**config.mk**
```make
export PLATFORM = sky130hd
export DESIGN_NAME = maquina_input_scheduler
export DESIGN_NICKNAME = d
export VERILOG_FILES = /design/src/rtl/maquina_input_scheduler.sv
export SDC_FILE = /design/constraint.sdc
export NUM_CORES = 1
export LEC_CHECK = 0
export CAP_MARGIN = 10
export CORE_AREA = 2 2 84 86
export CTS_CLUSTER_SIZE = 10
export DETAILED_ROUTE_END_ITERATION = 12
export DIE_AREA = 0 0 86 88
export PLACE_DENSITY = 0.92
export SETUP_SLACK_MARGIN = 0.3
export SLEW_MARGIN = 20
export SYNTH_ARGS = -nofsm -noshare
export SYNTH_HDL_FRONTEND = slang
export SYNTH_SLANG_ARGS = --single-unit
```
**constraint.sdc**
```tcl
create_clock -name clk -period 3.75 [get_ports clk]
set_input_delay 0.75 -clock clk [delete_from_list [all_inputs] [get_ports clk]]
set_output_delay 0.75 -clock clk [all_outputs]
set_load 0.005 [all_outputs]
```
**src/rtl/maquina_input_scheduler.sv**
```systemverilog
// maquina_input_scheduler
// Synchronizes and debounces four coin/button switches (P, R, N, D), turns
// each debounced press into one event, and hands events to the vending FSM
// through a valid/ready register with round-robin arbitration. A press that
// arrives while an earlier press of the same switch is still queued is lost
// and recorded in a sticky drop flag.
module maquina_input_scheduler #(
  parameter int unsigned DEB_CYCLES = 16
) (
  input  logic       clk,
  input  logic       rst_n,
  input  logic [3:0] sw_raw,
  output logic       ev_valid,
  output logic [1:0] ev_code,
  input  logic       ev_ready,
  output logic [3:0] drop,
  input  logic       drop_clr,
  output logic       busy
);

  localparam logic [15:0] CNT_LAST = 16'(DEB_CYCLES - 1);

  logic [3:0]  r_sync1;
  logic [3:0]  r_sync2;
  logic [3:0]  r_s;
  logic [3:0]  r_s_d;
  logic [15:0] r_cnt [4];
  logic [3:0]  r_pend;
  logic [3:0]  r_drop;
  logic        r_valid;
  logic [1:0]  r_code;
  logic [1:0]  r_last;

  logic [3:0]  w_rise;
  logic [3:0]  w_clr;
  logic [3:0]  w_drop_set;
  logic        w_load;
  logic [1:0]  w_idx;
  logic        w_found;

  // Two-flop synchronizer for the asynchronous switch levels.
  // NOTE: sequential state uses non-blocking (<=) so every flop samples the
  // pre-edge value of its source; blocking here would collapse the two stages.
  always_ff @(posedge clk or negedge rst_n) begin
    if (!rst_n) begin
      r_sync1 <= '0;
      r_sync2 <= '0;
    end else begin
      r_sync1 <= sw_raw;
      r_sync2 <= r_sync1;
    end
  end

  // Per-switch debounce: accept a new level only after it has held for
  // DEB_CYCLES consecutive synchronized cycles.
  // NOTE: the small counter array is reset element by element; it is flop
  // storage, not a RAM, so an async reset on it is legitimate.
  always_ff @(posedge clk or negedge rst_n) begin
    if (!rst_n) begin
      r_s   <= '0;
      r_s_d <= '0;
      for (int i = 0; i < 4; i++) r_cnt[i] <= '0;
    end else begin
      r_s_d <= r_s;
      for (int i = 0; i < 4; i++) begin
        if (r_sync2[i] == r_s[i]) begin
          r_cnt[i] <= '0;
        end else if (r_cnt[i] == CNT_LAST) begin
          r_s[i]   <= r_sync2[i];
          r_cnt[i] <= '0;
        end else begin
          r_cnt[i] <= r_cnt[i] + 16'd1;
        end
      end
    end
  end

  // A rising debounced level is a press; releases carry no event.
  assign w_rise = r_s & ~r_s_d;

  // The output register may take a new event when empty or being consumed.
  assign w_load = (|r_pend) & (~r_valid | ev_ready);

  // Round-robin pick: first pending index after the last one loaded.
  // NOTE: every output is given a default before the loop so no path leaves
  // a value unassigned, which would otherwise infer a latch.
  always_comb begin
    w_idx   = r_last;
    w_found = 1'b0;
    for (int k = 1; k <= 4; k++) begin
      if (!w_found && r_pend[r_last + 2'(k)]) begin
        w_idx   = r_last + 2'(k);
        w_found = 1'b1;
      end
    end
  end

  assign w_clr      = w_load ? (4'b0001 << w_idx) : 4'b0000;
  assign w_drop_set = w_rise & r_pend & ~w_clr;

  // Pending presses and sticky drop flags; a new drop wins over drop_clr.
  always_ff @(posedge clk or negedge rst_n) begin
    if (!rst_n) begin
      r_pend <= '0;
      r_drop <= '0;
    end else begin
      r_pend <= (r_pend & ~w_clr) | w_rise;
      r_drop <= (r_drop & ~{4{drop_clr}}) | w_drop_set;
    end
  end

  // Event output register: load, hold while stalled, or empty on handshake.
  always_ff @(posedge clk or negedge rst_n) begin
    if (!rst_n) begin
      r_valid <= 1'b0;
      r_code  <= 2'd0;
      r_last  <= 2'd3;
    end else if (w_load) begin
      r_valid <= 1'b1;
      r_code  <= w_idx;
      r_last  <= w_idx;
    end else if (r_valid && ev_ready) begin
      r_valid <= 1'b0;
    end
  end

  assign ev_valid = r_valid;
  assign ev_code  = r_code;
  assign drop     = r_drop;
  assign busy     = r_valid | (|r_pend);

endmodule

```
== Yosys cells after proc, flatten, opt, wreduce, memory -nomap -nowiden ==
Index checks and enable logic that the tools add are counted.
Storage, ports and cells
  logic and storage cells: 93
  output and inout bits: 8
  input bits: 8
  bits in registers: 93
Cells by class
  shifts and indexed selects: 1
  reductions and logical operators: 13
  add/sub/neg operators: 7
  eq/ne operators: 8
  order comparisons: 4
  muxes and demuxes: 26
  bitwise gates (word level): 18
Operators with widths (number)
  2-to-1 mux 16 bit: 8
  adder 16 x 1 -> 16 bit (second input constant): 4
  equality test 16 x 4 -> 1 bit (second input constant): 4
  bitwise AND 4 bit: 5
  < comparator 2 x 3 -> 1 bit (second input constant): 4
  NOT 4 bit: 3
  2-to-1 mux 1 bit: 9
  binary-select mux 1 bit (select 2 bit): 4
  2-to-1 mux 2 bit: 4
  OR 4 bit: 2
  AND reduction 2 bit: 4
  NOT 1 bit: 5
  adder 2 bit (second input constant): 2
  equality test 1 bit: 4
  logical AND 1 bit: 4
  2-to-1 mux 4 bit: 1
  OR reduction 4 bit: 1
  << shifter 1 x 2 -> 4 bit (first input constant): 1
  zero test 1 bit: 3
  adder 2 x 1 -> 2 bit (second input constant): 1
  OR 1 bit: 2
  nonzero test 2 bit: 1
  bitwise AND 1 bit: 1

== Longest topological paths before layout ==
  depth after elaboration: 18
  gate-level depth with buffers: 6

== Worst setup path before layout ==
OpenSTA, ideal clock, no wires.
  path type: register to output
  start: register r_pend[1]
  end: output busy
  setup slack: 2.011 ns
  cell stages (with the launch flop): 3
  required time: 3.000 ns
  data arrival time: 0.989 ns
  path through: dfrtp_1 -> nor4_1 -> nand2b_1
Between the ends
  longest elaborated chain between the ends: 2
Ends and longest elaborated chain
  start: declaration: RTL line 28  | logic [3:0] r_pend;
  start signal: assignment: RTL line 107  | r_pend <= (r_pend & ~w_clr) | w_rise;
  OR reduction 4 bit: RTL line 130  | assign busy = r_valid | (|r_pend);
  OR 1 bit: RTL line 130
  end: declaration: RTL line 18  | output logic busy
Every way passes these cells.

== Final worst setup path ==
Ends and elaborated chain as after synthesis.

==> parameters.txt <==
Parameter                              Value

Synth
  Mapped cell area ... 4230 um^2
  Proportion of synthesized flip-flops having asynchronous set or reset ... 100%
  Count leader, synth ... sky130_fd_sc_hd__dfrtp_1
  Number of distinct library cells after synthesis ... 42
  Synthesized netlist cell count ... 409
  Synthesis-stage register bit count ... 93
  Ranking of synthesized cells by area ... sky130_fd_sc_hd__dfrtp_1 (54%), sky130_fd_sc_hd__xnor2_1 (9.5%), sky130_fd_sc_hd__nor2_1 (6.3%)
  EDFF count, synth ... 0
  Register area share after synthesis ... 55.1%
  Total of warnings raised by yosys ... 0
  Largest area contributor in the netlist ... sky130_fd_sc_hd__dfrtp_1
  Mapped Nets ... 421
  Most numerous cell types in the synthesized netlist ... sky130_fd_sc_hd__dfrtp_1 (91), sky130_fd_sc_hd__nor2_1 (71), sky130_fd_sc_hd__xnor2_1 (46)
  Ys flop type ... sky130_fd_sc_hd__dfrtp_1
  Mean Syn Cell Area ... 10.3 um^2
  Share of the synthesized area in the top cell type ... 53.8%

STA
  Max frequency ... 355 MHz
  Final worst setup slack ... 0.931 ns
  WHS ... 0.354 ns
  Endpoints failing hold ... 0
  Share of the clock period used by the worst path ... 75.2%
  RSZ-0062 raised after global routing ... false
  Post-Route Skew ... 0.0143 ns
  Final period demand of the worst path ... 2.82 ns
  Number of slew-limit violations in the final report ... 0
  Final count of negative-setup-slack endpoints ... 0
  Accumulated negative setup slack ... 0 ns
  Worst-case headroom to the max-slew limit ... 46.3%
  Slew of the pin with the lowest slew margin ... 0.806 ns

Status
  Outcome ... complete, no violations

Drt
  ANT nets after route ... 0
  Pre-Repair DR Iteration Count ... 5
  Average via count per standard cell ... 6.01
  Post-route DRC ... 0
  Mean routed wirelength per cell ... 15.3 um
  Via count ... 3,093
  Iter 0 DRT Violations ... 266
  Final Routed Wirelength ... 7890 um

Clock network
  # clock sinks ... 93
  Post CTS Setup Buffer Count ... 0
  Worst-Skew Late Latency ... 0.37 ns
  Clock tree from TritonCTS ... yes
  CTS Hold Bufs ... 0
  Number of H-tree branching levels ... 3
  Worst-case clock buffer depth ... 2
  Clock buffers created by TritonCTS ... 9
  Buffer cell driving the clock tree root ... sky130_fd_sc_hd__clkbuf_8
  Clock transition time at the flip-flop clock pins of the worst setup and hold paths ... 0.09 ns
  Number of instances resized during post-cts repair ... 0

Setup path
  Cell depth of the worst flop-to-flop path ... 5
  Data arrival time of the critical path ... 2.07 ns
  Startpoint type of the worst setup path ... register
  Data required time at the worst endpoint ... 3.00 ns
  Endpoint kind of the worst setup timing path ... output pin
  Critical Path Fanout Max ... 6
  Class of the most critical setup path ... register to output pin

Global route
  Total grt overflow ... 0
  Wire length of the first global-routing pass ... 14,100 um
  Largest net degree at the start of global routing ... 69
  GR Util met3 ... 4.90%
  All-layer global routing usage ... 23.8%
  Antenna violations before repair ... 0
  Number of global-route vias before repair ... 3,084
  Met2 track demand over resource in global routing ... 38.6%
  Met1 Usage GRT ... 31.1%
  Gr busiest metal ... met2

Floorplanning
  Width of the chip ... 86 um
  Number of I/O pins ... 16
  Floorplan row count ... 30
  Die outline area ... 7570 um^2
  DIE HEIGHT ... 88 um
  Initial standard-cell utilization of the core ... 63.7%
  Placeable Area ... 6640 um^2

Hold path
  Worst hold path cell count ... 0
  Worst hold path type ... register to register

Cells and area
  Diode insertion count for antenna repair ... 0
  Area overhead of the layout relative to synthesis ... 10.7%
  Share of layout cells above drive strength 1 ... 6.90%
  Final net count ... 442

Placed design
  Half-perimeter wire length after detailed placement ... 5290 um
  Routability congestion estimate ... 0.909
  IO Port Bufs ... 15
  Place WS ... 1.43 ns

Power
  Cell area power density ... 468 nW/um^2
  LEAKAGE ... 1.95 nW
  Peak VDD IR ... 0.000274 V

Job
  Reported max-cap violation count ... 0
-- report_power, final --
part / internal [mW] / switching, mW / leakage [nW]
combinational: 0.151 / 0.200 / 0.583
clock: 0.365 / 0.354 / 0.109
sequential: 1.06 / 0.0577 / 1.26
-- final timing paths --
| path | from | to | slack (ns) |
|---|---|---|---|
| min | r_sync1[2] | r_sync2[2] | 0.35 |
| min reg2reg | r_sync1[2] | r_sync2[2] | 0.35 |
| min in group asynchronous | rst_n | r_cnt[29] | 0.47 |
| max | r_pend[1] | busy | 0.93 |
| max reg2reg | r_cnt[48] | r_cnt[53] | 1.85 |
| max in group asynchronous | rst_n | r_last[0] | 2.51 |
-- critical path, cell delays in order (launching register included) --
cell	delay [ns]
sky130_fd_sc_hd__dfrtp_1	0.45
sky130_fd_sc_hd__nor4_1	0.69
sky130_fd_sc_hd__nand2b_1	0.10
sky130_fd_sc_hd__clkdlybuf4s50_1	0.46
-- area by class of cell --
type,instances,area (um^2)
sequential,93,2330
inverter,13,48.8
timing repair buffer,17,163
fill,448,1960
clock inverter,4,55.1
multi-input combinational,296,1820
clock buffer,12,165
tap,80,100
-- per-stage QoR --
| step | std cells | util (%) | power [mW] | area, um^2 |
|---|---|---|---|---|
| detailed placement | 499 | 67.2 | 1.48 | 4460 |
| global placement | 499 | 67.2 | 1.46 | 4460 |
| finish | 515 | 70.5 | 2.19 | 4680 |
| global route | 515 | 70.5 | 2.28 | 4680 |
| CTS | 515 | 70.5 | 2.20 | 4680 |
| floorplan | 409 | - | 1.35 | 4230 |
-- layout by cell type, fill, tap and decap left out, types with 2 or more instances in the layout --
cell	Yosys	layout
sky130_fd_sc_hd__nand2_1	22	22
sky130_fd_sc_hd__a21oi_1	10	10
sky130_fd_sc_hd__nand4_1	12	12
sky130_fd_sc_hd__nor4_1	30	30
sky130_fd_sc_hd__clkdlybuf4s50_1	0	14
sky130_fd_sc_hd__and3_1	6	6
sky130_fd_sc_hd__mux2_2	4	4
sky130_fd_sc_hd__xor2_1	12	12
sky130_fd_sc_hd__clkinv_4	0	2
sky130_fd_sc_hd__dfrtp_1	91	91
sky130_fd_sc_hd__ha_1	4	4
sky130_fd_sc_hd__dfstp_2	2	2
sky130_fd_sc_hd__nor2_1	71	71
sky130_fd_sc_hd__o21a_1	2	2
sky130_fd_sc_hd__nand4b_1	3	3
sky130_fd_sc_hd__clkbuf_8	0	12
sky130_fd_sc_hd__nor3_1	17	17
sky130_fd_sc_hd__a21o_1	2	2
sky130_fd_sc_hd__nand2b_1	3	3
sky130_fd_sc_hd__xnor2_1	46	46
sky130_fd_sc_hd__nand3_1	21	21
sky130_fd_sc_hd__buf_4	0	3
sky130_fd_sc_hd__nor2b_1	7	7
sky130_fd_sc_hd__a31oi_1	2	2
sky130_fd_sc_hd__inv_1	13	13
sky130_fd_sc_hd__or3_1	4	4
-- sequential cells by signal, summed over array words and instances, names as in the netlist --
register  count
ev_code       2
ev_valid      1
r_last        2
r_cnt        64
r_sync1       4
r_s           4
r_sync2       4
drop          4
r_s_d         4
r_pend        4
-- layer usage --
layer  share of wire, %  wire length [um]  vias up
met1                 44              3470     1530
met5                  0                 0        -
li1                   -                 -     1465
met2                 49              3890       76
met4                2.7               212        0
met3                4.0               316       22
-- logic make-up (layout without fill, tap and decap cells) --
family          count (synthesis)  in the layout  synth area share (%)
mux                             5              5                  1.30
buf+inv                        20             46                  1.83
xor+xnor                       58             58                  12.0
flops                          93             93                  55.1
fa+ha+maj                       4              4                  1.18
compound gates                 25             25                  4.14
simple gates                  204            204                  24.4
No activity file was read; power rests on OpenSTA's default activity.
